`src/rtl/gamma_pkg.sv`:
```
// Shared types, defaults and width helpers for the gamma cycle sequencer.
package gamma_pkg;

  localparam int unsigned GAMMA_CYCLE_WIDTH_DEF = 16;
  localparam int unsigned PULSE_WIDTH_DEF       = 8;
  localparam int unsigned N_IN_DEF              = 2;
  localparam int unsigned RST_CYCLES_DEF        = 2;

  typedef enum logic [1:0] {
    ST_IDLE   = 2'd0,
    ST_RESET  = 2'd1,
    ST_RUN    = 2'd2,
    ST_REPORT = 2'd3
  } gamma_state_t;

  // Width of a value/time field for a window of n cycles (at least one bit).
  function automatic int unsigned gamma_vw(input int unsigned n);
    return (n < 2) ? 1 : $clog2(n);
  endfunction

  // Phase counter width: must hold both RESET and RUN tick indices.
  function automatic int unsigned gamma_cw(input int unsigned gcw, input int unsigned rst);
    int unsigned m;
    m = (gcw > rst) ? gcw : rst;
    return (m < 2) ? 1 : $clog2(m);
  endfunction

endpackage

```
`src/rtl/gamma_cycle_sequencer_spike_encoder.sv`:
```
// Binary-to-temporal encoder for one datapath input: registered pulse of
// PULSE_WIDTH ticks starting at tick == val, truncated at the window end.
module spike_encoder
  import gamma_pkg::*;
#(
  parameter int unsigned VW          = 4,
  parameter int unsigned PULSE_WIDTH = PULSE_WIDTH_DEF
) (
  input  logic          aclk,
  input  logic          grst_n,
  input  logic [VW-1:0] tick_i,
  input  logic [VW-1:0] val_i,
  input  logic          en_i,
  input  logic          run_i,
  output logic          spike_o
);

  logic [31:0] tick_w;
  logic [31:0] lo_w;
  logic [31:0] hi_w;
  logic        spike_d;
  logic        spike_q;

  // Window test done in 32 bits so val + PULSE_WIDTH never wraps.
  always_comb begin
    tick_w  = 32'(tick_i);
    lo_w    = 32'(val_i);
    hi_w    = lo_w + 32'(PULSE_WIDTH);
    spike_d = run_i && en_i && (tick_w >= lo_w) && (tick_w < hi_w);
  end

  always_ff @(posedge aclk or negedge grst_n) begin
    if (!grst_n) begin
      spike_q <= 1'b0;
    end else begin
      spike_q <= spike_d;
    end
  end

  assign spike_o = spike_q;

endmodule

```
`src/rtl/gamma_cycle_sequencer.sv`:
```
// One gamma cycle per request: latch reset, spike-encode inputs, decode q time.
// Optional GAMMA_BACK2BACK_EN: accept the next request during REPORT.
module gamma_cycle_sequencer
  import gamma_pkg::*;
#(
  parameter  int unsigned GAMMA_CYCLE_WIDTH = GAMMA_CYCLE_WIDTH_DEF,
  parameter  int unsigned PULSE_WIDTH       = PULSE_WIDTH_DEF,
  parameter  int unsigned N_IN              = N_IN_DEF,
  parameter  int unsigned RST_CYCLES        = RST_CYCLES_DEF,
  localparam int unsigned VW                = gamma_vw(GAMMA_CYCLE_WIDTH)
) (
  input  logic               aclk,
  input  logic               grst_n,
  input  logic               start,
  input  logic [N_IN*VW-1:0] in_val,
  input  logic [N_IN-1:0]    in_vld,
  output logic               ready,
  output logic               blk_rst,
  output logic [N_IN-1:0]    spike_out,
  input  logic               q_in,
  output logic [VW-1:0]      out_time,
  output logic               out_vld,
  output logic               done
);

  localparam int unsigned CW = gamma_cw(GAMMA_CYCLE_WIDTH, RST_CYCLES);
  localparam int unsigned IW = N_IN * VW;

  gamma_state_t    state_q, state_d;
  logic [CW-1:0]   cnt_q, cnt_d;
  logic [IW-1:0]   val_q, val_d;
  logic [N_IN-1:0] vld_q, vld_d;
  logic [VW-1:0]   out_time_q, out_time_d;
  logic            out_vld_q, out_vld_d;
  logic            blk_rst_q, blk_rst_d;
  logic            done_q, done_d;
  logic            accept;
  logic            run_nxt;
  logic [VW-1:0]   tick_nxt;

`ifdef GAMMA_BACK2BACK_EN
  assign ready = (state_q == ST_IDLE) || (state_q == ST_REPORT);
`else
  assign ready = (state_q == ST_IDLE);
`endif

  // Next-state, operand latch, capture and registered-output decode.
  always_comb begin
    state_d    = state_q;
    cnt_d      = cnt_q;
    val_d      = val_q;
    vld_d      = vld_q;
    out_time_d = out_time_q;
    out_vld_d  = out_vld_q;
    accept     = start && ready;

    case (state_q)
      ST_IDLE: begin
        if (start) begin
          state_d = ST_RESET;
          cnt_d   = '0;
        end
      end
      ST_RESET: begin
        if (cnt_q == CW'(RST_CYCLES - 1)) begin
          state_d = ST_RUN;
          cnt_d   = '0;
        end else begin
          cnt_d = cnt_q + CW'(1);
        end
      end
      ST_RUN: begin
        if (cnt_q == CW'(GAMMA_CYCLE_WIDTH - 1)) begin
          state_d = ST_REPORT;
          cnt_d   = '0;
        end else begin
          cnt_d = cnt_q + CW'(1);
        end
      end
      ST_REPORT: begin
        state_d = ST_IDLE;
        cnt_d   = '0;
`ifdef GAMMA_BACK2BACK_EN
        if (start) begin
          state_d = ST_RESET;
        end
`endif
      end
      default: begin
        state_d = ST_IDLE;
        cnt_d   = '0;
      end
    endcase

    if (accept) begin
      val_d      = in_val;
      vld_d      = in_vld;
      out_time_d = '0;
      out_vld_d  = 1'b0;
    end else if ((state_q == ST_RUN) && q_in && !out_vld_q) begin
      // First q edge in the window wins; later activity is ignored.
      out_time_d = VW'(cnt_q);
      out_vld_d  = 1'b1;
    end

    blk_rst_d = (state_d == ST_IDLE) || (state_d == ST_RESET);
    done_d    = (state_d == ST_REPORT);
    run_nxt   = (state_d == ST_RUN);
    tick_nxt  = VW'(cnt_d);
  end

  always_ff @(posedge aclk or negedge grst_n) begin
    if (!grst_n) begin
      state_q    <= ST_IDLE;
      cnt_q      <= '0;
      val_q      <= '0;
      vld_q      <= '0;
      out_time_q <= '0;
      out_vld_q  <= 1'b0;
      blk_rst_q  <= 1'b1;
      done_q     <= 1'b0;
    end else begin
      state_q    <= state_d;
      cnt_q      <= cnt_d;
      val_q      <= val_d;
      vld_q      <= vld_d;
      out_time_q <= out_time_d;
      out_vld_q  <= out_vld_d;
      blk_rst_q  <= blk_rst_d;
      done_q     <= done_d;
    end
  end

  // Encoders look at the upcoming tick so each pulse flop lines up with its RUN cycle.
  for (genvar i = 0; i < N_IN; i++) begin : g_enc
    spike_encoder #(
      .VW          (VW),
      .PULSE_WIDTH (PULSE_WIDTH)
    ) u_enc (
      .aclk    (aclk),
      .grst_n  (grst_n),
      .tick_i  (tick_nxt),
      .val_i   (val_q[i*VW +: VW]),
      .en_i    (vld_q[i]),
      .run_i   (run_nxt),
      .spike_o (spike_out[i])
    );
  end

  assign blk_rst  = blk_rst_q;
  assign out_time = out_time_q;
  assign out_vld  = out_vld_q;
  assign done     = done_q;

endmodule

```
`config.mk`:
```
export PLATFORM = sky130hd
export DESIGN_NAME = gamma_cycle_sequencer
export DESIGN_NICKNAME = d
export VERILOG_FILES = /design/src/rtl/gamma_pkg.sv /design/src/rtl/gamma_cycle_sequencer_spike_encoder.sv /design/src/rtl/gamma_cycle_sequencer.sv
export SDC_FILE = /design/constraint.sdc
export NUM_CORES = 1
export LEC_CHECK = 0
export CORE_MARGIN = 1
export CORE_UTILIZATION = 46
export DETAILED_ROUTE_END_ITERATION = 10
export GPL_TIMING_DRIVEN = 0
export PLACE_DENSITY_LB_ADDON = 0.05
export SKIP_CTS_REPAIR_TIMING = 1
export SLEW_MARGIN = 20
export SYNTH_ARGS = -nofsm -noshare
export SYNTH_HDL_FRONTEND = slang
export SYNTH_SLANG_ARGS = --single-unit
export TNS_END_PERCENT = 20
```
`constraint.sdc`:
```
create_clock -name aclk -period 2.3 [get_ports aclk]
set_input_delay 0.23 -clock aclk [delete_from_list [all_inputs] [get_ports aclk]]
set_output_delay 0.23 -clock aclk [all_outputs]
set_load 0.01 [all_outputs]
```
# == Word level (Yosys, flattened, before mapping) ==
# Index checks and enable logic that the tools add are counted.
# totals
register_bits,25
in_bits,14
# op_classes
n_addsub,3
order_cmp,4
eq_ne,8
mux,12
n_reduce_logical,14
# op_table
cell,count
$lt 4x32->1,2
$mux 4,5
$pmux 4 s4,1
$add 4x4->5 const B,2
$logic_and 1x1->1,9
$eq 2x2->1 const B,4
$ge 4x4->1,2
$pmux 2 s4,1
$mux 2,3
$add 4x1->4 const B,1
$eq 2x1->1 const B,2
$eq 4x1->1 const B,1
$eq 4x4->1 const B,1
$logic_not 2->1,2
$mux 1,2
$reduce_bool 2->1,1
$logic_not 1->1,1
$logic_or 1x1->1,1

# == Depth between registers and ports, before layout ==
# Gate-level depths: netlist of run 1.
# logic_depth
depth_word,7
depth_mapped,10
depth_no_buf,10

# == Cells and area by module ==
# Synthesis of run 1 repeated with hierarchy kept, for this count alone.
# hier_totals
hier_cells,120
hier_area_um2,1305.0
# modules_own_cells
module,instances,cells_each,area_per_inst_um2,seq_area_each_um2
gamma_cycle_sequencer,1,78,979.7,576.8
spike_encoder,2,21,162.7,25.0

# == Least setup slack after synthesis of run 1 ==
# No wires, ideal clock.
# synth_path
path_kind,register -> register
start,register cnt_q[1]
end,register g_enc[0].u_enc.spike_q
arrival_time_ns,2.209
path_slack_ns,-0.010
path_stages_with_launch,11
synth_period_minus_slack_ns,2.310
path_cell_list,dfrtp_1 inv_1 ha_1 or3b_4 a22oi_4 o22ai_1 ha_1 nor2b_1 o211ai_1 a31oi_1 nor4_1
# synth_rtl
item,line,rtl
"start, declared",gamma_cycle_sequencer.sv:30,"logic [CW-1:0] cnt_q, cnt_d;"
"start signal, assigned",gamma_cycle_sequencer.sv:124,cnt_q <= cnt_d;
"$add 4x1->4, or another cell as far along","gamma_cycle_sequencer.sv:69, gamma_cycle_sequencer.sv:77",
$mux 4 (on tied branches),"gamma_cycle_sequencer.sv:73, gamma_cycle_sequencer.sv:65",
$pmux 4 s4 (*),gamma_cycle_sequencer.sv:57,case (state_q)
net cnt_d[1],gamma_cycle_sequencer.sv:30,
"parallel branches: the longest is 2 deep, another holds $lt 4x32->1",--,
$logic_and 1x1->1 (*),gamma_cycle_sequencer_spike_encoder.sv:29,spike_d = run_i && en_i && (tick_w >= lo_w) && (tick_w < hi_w);
net g_enc[0].u_enc.spike_d,gamma_cycle_sequencer_spike_encoder.sv:21,logic spike_d;
"end signal, assigned",gamma_cycle_sequencer_spike_encoder.sv:36,spike_q <= spike_d;
"end, declared",gamma_cycle_sequencer_spike_encoder.sv:22,logic spike_q;
# Mark *: on every way through the listed nets, which the timed path passes.
# A chain may end at the register's enable or synchronous reset.

# == Worst setup path in the final report of run 1 ==
# layout_path
start,register cnt_q[1]
end,register g_enc[0].u_enc.spike_q
# layout_via
elab_chain_cells,7
# layout_rtl
item,line
"parallel branches: the longest is 6 deep, another holds $lt 4x32->1",--
$logic_and 1x1->1 (*),gamma_cycle_sequencer_spike_encoder.sv:29
net g_enc[0].u_enc.spike_d,gamma_cycle_sequencer_spike_encoder.sv:21
# Marked as above.

==> impl_metrics.json, run 1 <==
{
  "outcome": "finished with violations",
  "violated_checks": "setup timing",
  "port_buffers": 23,
  "timing.max_cap.violations": 0,
  "drive_gt1_share_pct": 19.11,
  "count_of_nets_left_with_antenna_violations_after_detail_routing": 0,
  "first_global_vias": 1008,
  "depth_of_the_cts_h_tree": 1,
  "fp.coreArea_um2": 2758,
  "final_cell_area_um2": 1722,
  "finalSetupViolCount": 2,
  "grt_util_all_layers_pct": 18.30,
  "syn-mean-instance-area_um2": 10.67,
  "worst_setup_hold_path_clk_slew_ns": 0.15,
  "grt_start_max_net_pins": 26,
  "instances_no_fill": 188,
  "crit_path_start_kind": "register",
  "grt_antenna_before_repair": 0,
  "drt-vias-per-instance": 5.324,
  "max_slew.worst_pin.slew_ns": 0.5433,
  "num-nets-final": 184,
  "die_outline_area_um2": 3144,
  "crit_chain": "inv_2, ha_4, or3b_4, a22oi_4, mux2_4, ha_1, nand2b_1, a21o_1, a211oi_2, nor4_1",
  "final_period_minus_worst_setup_slack_ns": 2.530,
  "post-route-drc-count": 0,
  "final.period_utilization_pct": 110.0,
  "clock_tree_from_tritoncts": "done",
  "crit_path_max_incr_delay_ns": 0.45,
  "post-layout-total-power_uw": 2166,
  "reg2regPathDepth": 10,
  "synth_edf_count": 0,
  "placementRows": 19,
  "synth.lib_cells_used.distinct": 37,
  "num_antenna_cells": 0,
  "number_of_filler_cells_placed_in_the_layout": 244,
  "gpl.final_weighted_congestion": 0.8287,
  "initialDrtViolationCount": 14,
  "synth.cell_area_um2": 1345,
  "setup.worst_path.start": "cnt_q[1]$_DFF_PN0_",
  "seq_area_frac_synth_pct": 46.60,
  "critPathSlowestCell": "dfrtp_1",
  "area_after_dpl_um2": 1615,
  "synth_seq_cells": 25,
  "reg2reg_to": "g_enc[0].u_enc.spike_o$_DFF_PN0_",
  "timing_max_transition_violations_final": 0,
  "placedCellCount": 180,
  "num_io_pins": 24,
  "drt-wirelength-per-cell_um": 14.12,
  "final-hold-violation-count": 0,
  "tritoncts.num_buffers": 3,
  "clock.fmax_mhz": 395.2,
  "clock_skew_ns": 0.009047,
  "power.density_cell_area_nw_per_um2": 1258,
  "cp_data_arrival_time_ns": 2.75,
  "layout-area-overhead-vs-synth_pct": 28.00,
  "critPathTopFamily": "compound AO/OA/AOI/OAI gates",
  "worstSkewPairLatency_ns": 0.33,
  "synthesis.nets": 152,
  "die_boundary_height_um": 56.08,
  "endpoint": "g_enc[0].u_enc.spike_o$_DFF_PN0_",
  "clk_buf_depth": 2,
  "postSynthCellCount": 126,
  "wl_um": 2654,
  "ctsRootBufferMaster": "clkbuf_4",
  "critPathBufInv": 1,
  "whs_ns": 0.3993,
  "setup_repair_after_global_routing_missed_its_margin": "true",
  "worst_setup_path_end_kind": "register",
  "via_count": 1001,
  "critical_path_depth": 10,
  "wire_length_of_the_first_global_routing_pass_um": 4485,
  "number_of_warnings_printed_during_yosys_synthesis": 0,
  "crit-reg2reg-launch": "cnt_q[1]$_DFF_PN0_",
  "worst_ep_required_time_ns": 2.52,
  "globalRoute.totalOverflow": 0,
  "ir_drop_mv": 0.8666,
  "r2r_slack_ns": -0.23,
  "drt-pass1-iter-count": 2,
  "die_width_um": 56.08,
  "detailedPlacementHpwl_um": 1872,
  "initial_core_util_pct": 48.77,
  "type_of_the_most_critical_hold_path": "primary input to async pin",
  "finalCoreUtilization_pct": 62.43,
  "async_flop_share_pct": 100.0,
  "slew_headroom_pct": 63.78,
  "worst-setup-path-type": "register to register",
  "power.leakage_uw": 0.0007744,
  "synth-main-ff-cell": "dfrtp_1",
  "worst_slack_ns": -0.2303,
  "cts.sinks": 25,
  "critical_path.max_fanout": 4
}
-- where the power goes --
part           switching (µW)  internal, µW  total [µW]  leakage [µW]
combinational             591           658        1250      0.000443
sequential                110           602         712      0.000318
clock                     139          66.5         206     0.0000139
-- cells in the mapped netlist (2+ instances only) --
| cell type | count | area, µm² |
|---|---|---|
| buf_2 | 2 | 10.01 |
| nor2b_1 | 3 | 18.77 |
| nor2_1 | 3 | 11.26 |
| a211oi_1 | 2 | 15.01 |
| inv_1 | 10 | 37.54 |
| mux2_1 | 4 | 45.04 |
| nor4_1 | 2 | 12.51 |
| nand2_1 | 11 | 41.29 |
| ha_1 | 12 | 150.1 |
| o21ai_1 | 7 | 35.03 |
| dfrtp_1 | 24 | 600.6 |
| a21o_1 | 4 | 30.03 |
| nand2b_1 | 4 | 25.02 |
| o21ai_0 | 7 | 35.03 |
| a31oi_1 | 3 | 18.77 |
| a21oi_1 | 2 | 10.01 |
| buf_4 | 2 | 15.01 |
| a22o_1 | 4 | 35.03 |
| o211ai_1 | 2 | 15.01 |
-- metrics by stage --
step	setup slack [ns]	TNS, ns
global placement	-0.1750	-0.3420
CTS	-0.3027	-0.5983
detailed placement	-0.2480	-0.4959
finish	-0.2303	-0.4284
floorplan	0.007950	0
global route	-0.3546	-0.6651
-- metal layers --
metal | vias up | global-route usage, % | share of wire [%]
li1 | 500 | - | -
met2 | 15 | 28.91 | 46
met4 | 0 | 7.317 | 1.5
met3 | 5 | 2.791 | 2.9
met1 | 481 | 25.26 | 50
met5 | - | 0 | 0
-- kinds of logic after synthesis --
| logic type | count (synthesis) | share of synthesized area, % |
|---|---|---|
| compound gates | 35 | 17.77 |
| simple gates | 33 | 14.23 |
| flops | 25 | 46.61 |
| buf+inv | 16 | 5.767 |
| fa+ha+maj | 12 | 11.16 |
| mux | 5 | 4.465 |
-- area by class of cell --
type / count / area (µm²) / area share, %
Multi-Input combinational cell: 85 / 689.4 / 40.04
Sequential cell: 25 / 628.1 / 36.48
Timing Repair Buffer: 27 / 257.7 / 14.97
Inverter: 11 / 41.29 / 2.398
Tap cell: 31 / 38.79 / 2.253
Buffer: 5 / 36.28 / 2.108
Clock buffer: 3 / 22.52 / 1.308
Clock inverter: 1 / 7.507 / 0.4360
-- registers in the layout (all words and copies together), names as in the netlist --
signal               flops
blk_rst                  1
state_q                  2
cnt_q                    4
done                     1
val_q                    8
g_enc.u_enc.spike_o      2
vld_q                    2
out_time                 4
out_vld                  1
-- worst min path at each step --
stage | from | endpoint | slack [ns] | cells past startpoint
3_3_place_gp | val_q[0]$_DFFE_PN0P_ | val_q[0]$_DFFE_PN0P_ | 0.47 | 1
6_report | grst_n | val_q[4]$_DFFE_PN0P_ | 0.40 | 2
2_1_floorplan | grst_n | cnt_q[0]$_DFF_PN0_ | -0.07 | 0
3_5_place_dp | grst_n | g_enc[0].u_enc.spike_o$_DFF_PN0_ | 0.25 | 1
4_1_cts | grst_n | done$_DFF_PN0_ | -0.13 | 1
5_1_grt | in_val[6] | val_q[6]$_DFFE_PN0P_ | 0.43 | 3
-- cells in the final DEF (no fill, tap or decap), types with 4 or more instances in the layout --
cell / synthesis / layout
nand2b_1: 4 / 4
buf_4: 2 / 5
ha_1: 12 / 10
a22o_1: 4 / 4
o21ai_0: 7 / 7
o21ai_1: 7 / 7
mux2_1: 4 / 4
inv_1: 10 / 9
nand2_1: 11 / 11
dfrtp_1: 24 / 23
clkdlybuf4s50_1: 0 / 22
a21o_1: 4 / 4
No activity file was read; power rests on OpenSTA's default activity.
==> run 2, diff against run 1 <==
Settings changed: CORE_MARGIN 1 to 2, HOLD_SLACK_MARGIN from default to 0.06.
==> run 2 against run 1 <==
Against the previous run:
- the flow still finishes with violations (setup timing)
- worst hold slack better by 0.012 ns
- first-iteration DRC count increased by 86%
- worst setup slack improved by 0.073 ns
- maximum frequency increased by 3.0%
- clock skew barely moved
- via count up 2.1%
- critical path depth unchanged
- register-to-register slack better by 0.07 ns
- power is 6.9% higher
- count of clock-buffer cells in the layout stayed put
- largest power group unchanged
==> impl_metrics.json, run 2 (same netlist as run 1, synthesis figures left out) <==
{
  "placedCellCount": 180,
  "grt_antenna_before_repair": 0,
  "finalCoreUtilization_pct": 64.88,
  "first_global_vias": 1036,
  "num_antenna_cells": 0,
  "violated_checks": "setup timing",
  "timing.max_cap.violations": 0,
  "worst_setup_path_end_kind": "register",
  "worst_ep_required_time_ns": 2.51,
  "timing_max_transition_violations_final": 0,
  "final-hold-violation-count": 0,
  "reg2regPathDepth": 10,
  "initial_core_util_pct": 48.77,
  "drt-vias-per-instance": 5.323,
  "grt_util_all_layers_pct": 17.62,
  "crit_path_start_kind": "register",
  "r2r_slack_ns": -0.16,
  "critical_path.max_fanout": 3,
  "clock_skew_ns": 0.009263,
  "final.period_utilization_pct": 106.8,
  "globalRoute.totalOverflow": 0,
  "worst_slack_ns": -0.1571,
  "clk_buf_depth": 2,
  "tritoncts.num_buffers": 3,
  "via_count": 1022,
  "finalSetupViolCount": 2,
  "count_of_nets_left_with_antenna_violations_after_detail_routing": 0,
  "drt-pass1-iter-count": 5,
  "layout-area-overhead-vs-synth_pct": 33.02,
  "clock_tree_from_tritoncts": "done",
  "post-route-drc-count": 0,
  "wire_length_of_the_first_global_routing_pass_um": 4547,
  "layout.cells.most_common_list": "dfrtp_1 (23), clkdlybuf4s50_1 (22), nand2_1 (11), inv_1 (9)",
  "num_io_pins": 24,
  "num-nets-final": 188,
  "reg2reg_to": "g_enc[0].u_enc.spike_o$_DFF_PN0_",
  "placementRows": 19,
  "drive_gt1_share_pct": 24.22,
  "final_period_minus_worst_setup_slack_ns": 2.457,
  "largest_register_ff_count": 8,
  "drt-wirelength-per-cell_um": 13.90,
  "depth_of_the_cts_h_tree": 1,
  "die_width_um": 58.08,
  "port_buffers": 23,
  "post-layout-total-power_uw": 2315,
  "mostFrequentLayoutCell": "dfrtp_1",
  "power.density_cell_area_nw_per_um2": 1294,
  "cts.sinks": 25,
  "wl_um": 2668,
  "regMostFlops": "val_q",
  "die_boundary_height_um": 58.08,
  "setup_repair_after_global_routing_missed_its_margin": "true",
  "grt_start_max_net_pins": 26,
  "max_slew.worst_pin.slew_ns": 0.5466,
  "cp_data_arrival_time_ns": 2.67,
  "type_of_the_most_critical_hold_path": "primary input to async pin",
  "worst_setup_hold_path_clk_slew_ns": 0.14,
  "die_outline_area_um2": 3373,
  "instances_no_fill": 192,
  "crit-reg2reg-launch": "cnt_q[1]$_DFF_PN0_",
  "clock.fmax_mhz": 407.0,
  "ctsRootBufferMaster": "clkbuf_4",
  "ir_drop_mv": 0.8005,
  "worstSkewPairLatency_ns": 0.32,
  "worst-setup-path-type": "register to register",
  "power.leakage_uw": 0.0008108,
  "detailedPlacementHpwl_um": 1871,
  "outcome": "finished with violations",
  "slew_headroom_pct": 63.56,
  "fp.coreArea_um2": 2758,
  "initialDrtViolationCount": 26,
  "gpl.final_weighted_congestion": 0.7863
}
run 2: routing by layer:
| metal | vias to the layer above | global-route usage [%] | part of all wire (%) | wire [µm] |
|---|---|---|---|---|
| met5 | - | 0 | 0 | 0 |
| met4 | 0 | 7.309 | 0.67 | 18 |
| met3 | 2 | 2.009 | 3.6 | 97 |
| met2 | 18 | 28.57 | 46 | 1219 |
| met1 | 492 | 24.00 | 50 | 1333 |
| li1 | 510 | - | - | - |
run 2: critical path, cell delays in order, from the launching register on:
cell	delay (ns)
dfrtp_1	0.44
inv_2	0.10
ha_4	0.13
or3b_4	0.39
a22oi_4	0.27
mux2_4	0.21
ha_1	0.22
nand2b_1	0.14
a21o_1	0.19
a211oi_2	0.19
nor4_1	0.08
run 2: area by class of cell:
| type | instances | area, µm² |
|---|---|---|
| fill | 230 | 968.4 |
| buffer | 5 | 36.28 |
| inverter | 11 | 41.29 |
| timing repair buffer | 31 | 291.5 |
| multi-input combinational | 85 | 725.7 |
| clock inverter | 1 | 5.005 |
| tap | 31 | 38.79 |
| sequential | 25 | 628.1 |
| clock buffer | 3 | 22.52 |
run 2: worst max path at each step:
stage | startpoint | to | slack [ns] | depth (start not counted)
after floorplan | cnt_q[1]$_DFF_PN0_ | g_enc[1].u_enc.spike_o$_DFF_PN0_ | 0.008 | 10
after global placement | cnt_q[1]$_DFF_PN0_ | g_enc[0].u_enc.spike_o$_DFF_PN0_ | -0.18 | 10
after detailed placement | cnt_q[1]$_DFF_PN0_ | g_enc[0].u_enc.spike_o$_DFF_PN0_ | -0.30 | 10
after CTS | cnt_q[1]$_DFF_PN0_ | g_enc[0].u_enc.spike_o$_DFF_PN0_ | -0.34 | 10
after global routing | cnt_q[1]$_DFF_PN0_ | g_enc[0].u_enc.spike_o$_DFF_PN0_ | -0.31 | 10
final | cnt_q[1]$_DFF_PN0_ | g_enc[0].u_enc.spike_o$_DFF_PN0_ | -0.16 | 10
run 2: per-stage QoR:
step | instance area [µm²] | setup TNS (ns) | setup slack [ns] | hold slack (ns)
floorplan | 1351 | 0 | 0.007950 | -0.06559
global placement | 1620 | -0.3430 | -0.1762 | 0.4726
detailed placement | 1615 | -0.5481 | -0.2957 | 0.2573
CTS | 1643 | -0.6413 | -0.3449 | -0.1169
global route | 1789 | -0.5520 | -0.3067 | 0.4183
finish | 1789 | -0.3023 | -0.1571 | 0.4118
run 2: report_power, final:
part	switching (µW)	internal, µW
logic	632	772
registers	109	602
clock network	135	65.2
